<file path="config.mk">
export PLATFORM = sky130hd
export DESIGN_NAME = frame_fetch_ctrl
export DESIGN_NICKNAME = d
export VERILOG_FILES = /design/src/rtl/frame_fetch_ctrl.sv
export SDC_FILE = /design/constraint.sdc
export NUM_CORES = 1
export LEC_CHECK = 0
export ABC_AREA = 1
export CORE_UTILIZATION = 50
export CTS_CLUSTER_DIAMETER = 80
export DETAILED_ROUTE_END_ITERATION = 7
export GPL_TIMING_DRIVEN = 0
export PLACE_DENSITY = 0.84
export SLEW_MARGIN = 20
export SYNTH_ARGS = -nofsm -noshare
export SYNTH_HDL_FRONTEND = slang
export SYNTH_SLANG_ARGS = --single-unit
</file>
<file path="constraint.sdc">
create_clock -name i_clk -period 6.2 [get_ports i_clk]
set_clock_uncertainty 0.1 [all_clocks]
set_input_delay 0.93 -clock i_clk [delete_from_list [all_inputs] [get_ports i_clk]]
set_output_delay 0.93 -clock i_clk [all_outputs]
set_load 0.01 [all_outputs]
</file>
<file path="src/rtl/frame_fetch_ctrl.sv">
// Frame fetch controller: streams FRAME_WORDS words from memory through a small
// buffer to a display, with continuous-frame repeat, abort and frame counting.
module frame_fetch_ctrl #(
    parameter int WORD_W      = 36,
    parameter int FRAME_WORDS = 3201,
    parameter int ADDR_W      = 12,
    parameter int FIFO_DEPTH  = 4
) (
    input  logic              i_clk,
    input  logic              i_rst_n,
    input  logic              i_start,
    input  logic              i_continuous,
    input  logic              i_abort,
    output logic              o_mem_rd,
    output logic [ADDR_W-1:0] o_mem_addr,
    input  logic [WORD_W-1:0] i_mem_data,
    output logic              o_valid,
    output logic [WORD_W-1:0] o_data,
    input  logic              i_ready,
    output logic              o_busy,
    output logic              o_frame_done,
    output logic [7:0]        o_frame_count
);

    localparam int PW = $clog2(FIFO_DEPTH);
    localparam int CW = $clog2(FIFO_DEPTH) + 1;
    localparam logic [CW-1:0]     DEPTH_C   = CW'(FIFO_DEPTH);
    localparam logic [ADDR_W-1:0] LAST_ADDR = ADDR_W'(FRAME_WORDS - 1);

    typedef enum logic [1:0] {IDLE, FETCH, DRAIN} state_t;

    state_t                  state;
    logic [ADDR_W-1:0]       addr;
    logic                    inflight;
    logic                    inflight_last;
    logic [WORD_W-1:0]       buf_data [FIFO_DEPTH];
    logic [FIFO_DEPTH-1:0]   buf_last;
    logic [PW-1:0]           wr_ptr;
    logic [PW-1:0]           rd_ptr;
    logic [CW-1:0]           occ;
    logic [7:0]              frame_count;

    logic rd_issue, last_rd, push, pop, last_pop;

    // Reads are throttled so buffered plus in-flight words never exceed the buffer.
    always_comb begin
        rd_issue = (state == FETCH) && !i_abort &&
                   ((occ + CW'(inflight)) < DEPTH_C);
        last_rd  = rd_issue && (addr == LAST_ADDR);
        push     = inflight;
        pop      = (occ != '0) && i_ready;
        last_pop = pop && buf_last[rd_ptr] && (state == DRAIN) && !i_abort;
    end

    assign o_mem_rd      = rd_issue;
    assign o_mem_addr    = addr;
    assign o_valid       = (occ != '0);
    assign o_data        = buf_data[rd_ptr];
    assign o_busy        = (state != IDLE);
    assign o_frame_done  = last_pop;
    assign o_frame_count = frame_count;

    always_ff @(posedge i_clk) begin
        if (!i_rst_n) begin
            state         <= IDLE;
            addr          <= '0;
            inflight      <= 1'b0;
            inflight_last <= 1'b0;
            wr_ptr        <= '0;
            rd_ptr        <= '0;
            occ           <= '0;
            buf_last      <= '0;
            frame_count   <= '0;
            for (int unsigned i = 0; i < FIFO_DEPTH; i++) buf_data[i] <= '0;
        end else if (i_abort) begin
            // Abort drops buffered words and the pending read return.
            state         <= IDLE;
            addr          <= '0;
            inflight      <= 1'b0;
            inflight_last <= 1'b0;
            wr_ptr        <= '0;
            rd_ptr        <= '0;
            occ           <= '0;
        end else begin
            inflight      <= rd_issue;
            inflight_last <= last_rd;
            if (rd_issue) addr <= last_rd ? '0 : addr + 1'b1;

            if (push) begin
                buf_data[wr_ptr] <= i_mem_data;
                buf_last[wr_ptr] <= inflight_last;
                wr_ptr           <= wr_ptr + 1'b1;
            end
            if (pop) rd_ptr <= rd_ptr + 1'b1;

            case ({push, pop})
                2'b10:   occ <= occ + 1'b1;
                2'b01:   occ <= occ - 1'b1;
                default: occ <= occ;
            endcase

            case (state)
                IDLE: begin
                    if (i_start) begin
                        state <= FETCH;
                        addr  <= '0;
                    end
                end
                FETCH: begin
                    if (last_rd) state <= DRAIN;
                end
                DRAIN: begin
                    if (last_pop) begin
                        frame_count <= frame_count + 1'b1;
                        state       <= i_continuous ? FETCH : IDLE;
                    end
                end
                default: state <= IDLE;
            endcase
        end
    end

endmodule

</file>
==> run_results.csv <==
group,metric,value,unit
status,status,"complete, no violations",
synthesis,synth-main-ff-cell,"edfxtp_1",
layout,final_cells,1176,
synthesis,syn_area_per_cell,9.69,µm²
synthesis,ys_async_sr_fraction,0,%
timing,relSlewSlack,58.0,%
clock_network,clk_latency,0.43,ns
timing,timing.fmax,258,MHz
floorplan,rows,45,
clock_network,cts_tree,"yes",
place,gp_congestion,0.846,
layout,utilization,64.5,%
pwr,p_leak,3.82,nW
timing,finalHoldViolations,0,
grt,overflow,0,
setup_path,reg2reg_to,"buf_data[1][18]",
setup_path,rr_startpoint,"wr_ptr[1]",
timing,post-route-min-period,3.87,ns
clock_network,cts.clk_slew.worst_paths,0.06,ns
synthesis,synth-seq-cells,181,
clock_network,cts-resized-gates,0,
grt,track_usage,23.6,%
place,io_buffers,101,
grt,antenna_found_initial,0,
place,dp_cells,1145,
clock_network,root_buffer,"clkbuf_16",
hold_path,whs_endpoint,"buf_last[1]",
grt,grt_pass1_vias,5991,
hold_path,min_path_cells,2,
job,maxCapViolations,0,
pwr,p_switching,0.000544,W
clock_network,post_cts_buffers,0,
hold_path,hold_path_class,"flip-flop to flip-flop",
layout,nNetsFinal,1004,
route,wl_per_cell,15.7,µm
setup_path,critical_path.max_fanout,10,
floorplan,die_area,16600,µm²
grt,grt_max_degree,28,
synthesis,synth.largest_area_cell,"edfxtp_1",
setup_path,reg2reg_slack,3.88,ns
timing,rsz0062_at_grt,"no",
pwr,power.clock.fraction,40.9,%
route,wl_met1,7.48,mm
floorplan,start_util,52.0,%
setup_path,worstSetupEndpointType,"output pin",
layout,diodes,0,
route,vias,6225,
setup_path,cp.arrival,2.84,ns
pwr,switching_share,21.8,%
floorplan,die_y,129,µm
pwr,p_seq_share,54.0,%
hold_path,hp-start,"buf_last[1]",
synthesis,synth-edff-count,144,
synthesis,syn-num-nets,880,
pwr,internal_power,0.00195,W
synthesis,synth_top_area_share,53.9,%
pwr,combinationalPowerShare,5.0,%
clock_network,clkSinkCount,181,
place,dpl.hpwl,12.1,mm
setup_path,crit_required,5.17,ns
synthesis,yosysUniqueCellTypes,29,
pwr,power_density,251,nW/µm²
layout,mostFrequentLayoutCell,"nor2_1",
setup_path,cp-start-kind,"flip-flop",
clock_network,htreeDepth,4,
layout,final_cell_mix,"245 x nor2_1, 144 x edfxtp_1, 101 x clkdlybuf4s50_1",
route,wl_met2,9.25,mm
floorplan,core,15400,µm²
clock_network,cts_buffers,17,
timing,worst_pin_slew,0.630,ns
grt,grt_pass1_wl,29.4,mm
clock_network,clk_path_buf_depth,2,
synthesis,synth_area,8030,µm²
timing,slew_viol_final,0,
setup_path,worstSetupPathType,"flip-flop to output pin",
timing,finalSetupTns,0,ns
pwr,ir_worst_vdd,217,µV
synthesis,synthTopCellsByArea,"edfxtp_1 54%, nor2_1 11%, dfxtp_1 9.2%, o21ai_0 5.2%, inv_1 3.5%",
floorplan,die_w,129,µm
route,ant_nets,0,
layout,layout-drive-gt1-share,6.94,%
synthesis,seq_area_frac_synth,63.1,%
synthesis,synth_warnings,0,
timing,setup_viol,0,
clock_network,cts_hold_buf,0,
layout,area_delta_synth_final,24.0,%
route,drc,0,
route,via_per_inst,5.29,
route,dr.max_layer_used,"met4",
route,drt_wl_total,18.5,mm
floorplan,ios,102,
synthesis,syn-instance-count,829,
route,firstDrtPassIters,7,
timing,finalCritPeriodShare,62.4,%
route,drtIter0Drc,638,
setup_path,rr_worst_depth,5,
route,dr_wl_met3,1.47,mm
[layer usage]
layer  vias up  track usage, %
met5         -               0
met1      2903            29.6
met3        26            5.41
met4         0            8.37
li1       3025               -
met2       271            40.2
[worst max path at each step]
| stage | start | end | slack (ns) | cells past startpoint |
|---|---|---|---|---|
| 5_1_grt | flip-flop | o_data[10] | 2.15 | 6 |
| 2_1_floorplan | i_rst_n | buf_data[2][0] | 3.22 | 9 |
| 3_3_place_gp | i_rst_n | buf_data[1][13] | 1.72 | 8 |
| 3_5_place_dp | i_rst_n | buf_data[0][31] | 2.38 | 11 |
| 6_report | flip-flop | o_data[2] | 2.33 | 6 |
| 4_1_cts | flip-flop | o_data[10] | 2.35 | 6 |
[worst max-delay path: stages (launching register included)]
cell and delay, ns:
dfxtp_1 0.31, clkbuf_1 0.42, clkinv_1 0.45, clkbuf_1 0.34, o21ai_0 0.24, o22ai_1 0.15
clkdlybuf4s50_1 0.51
[cell usage after synthesis, drive strengths merged, types with 5 or more instances]
| cell | n |
|---|---|
| nor3 | 7 |
| nand3 | 22 |
| nand4 | 5 |
| xor2 | 5 |
| buf | 11 |
| edfxtp | 144 |
| o21ai | 83 |
| nor2 | 258 |
| clkbuf | 26 |
| nand2 | 75 |
| ha | 8 |
| dfxtp | 37 |
| o22ai | 36 |
| a21oi | 26 |
| inv | 77 |
[power by group through the flow]
| stage | Sequential [W] | Clock [W] | Combinational [W] |
|---|---|---|---|
| detailed placement | 0.00138 | 0 | 0.000125 |
| finish | 0.00135 | 0.00102 | 0.000125 |
| global placement | 0.00138 | 0 | 0.000116 |
| global route | 0.00135 | 0.00108 | 0.000136 |
| floorplan | 0.00137 | 0 | 0.0000519 |
| CTS | 0.00135 | 0.00103 | 0.000126 |
[cell families after synthesis]
logic type / Yosys count / share of synthesized area [%]
and+or+nand+nor: 371 / 19.0
buffers and inverters: 116 / 6.05
AOI/OAI and AO/OA: 146 / 9.69
xor gates and xnor gates: 6 / 0.655
DFF: 181 / 63.1
adders and majority gates: 9 / 1.50
[flip-flops by register name (all words and copies together) (netlist names), named ones only]
signal         flops
wr_ptr             2
o_mem_addr        12
buf_last           4
state              2
occ                3
rd_ptr             2
buf_data         144
o_frame_count      8
inflight_last      1
inflight           1
[cell type report]
| class | count | area [µm²] |
|---|---|---|
| multi-input cells | 532 | 2490 |
| well taps | 211 | 264 |
| clock buffers | 18 | 429 |
| fillers | 1193 | 5470 |
| plain buffers | 37 | 189 |
| repair buffers | 105 | 1100 |
| flip-flops and latches | 181 | 5060 |
| inverters | 79 | 297 |
| clock inverters | 13 | 125 |
[per-stage QoR]
stage                     hold WS, ns  instance area (µm²)  worst slack (ns)  total power [W]
after floorplan                 0.339                 8030              3.22          0.00143
after global placement          0.352                 9300              1.72          0.00149
after detailed placement        0.360                 9400              2.38          0.00150
after CTS                       0.369                 9960              2.35          0.00250
after global routing            0.398                 9960              2.15          0.00257
final                           0.365                 9960              2.33          0.00250
No activity file was read; power rests on OpenSTA's default activity.
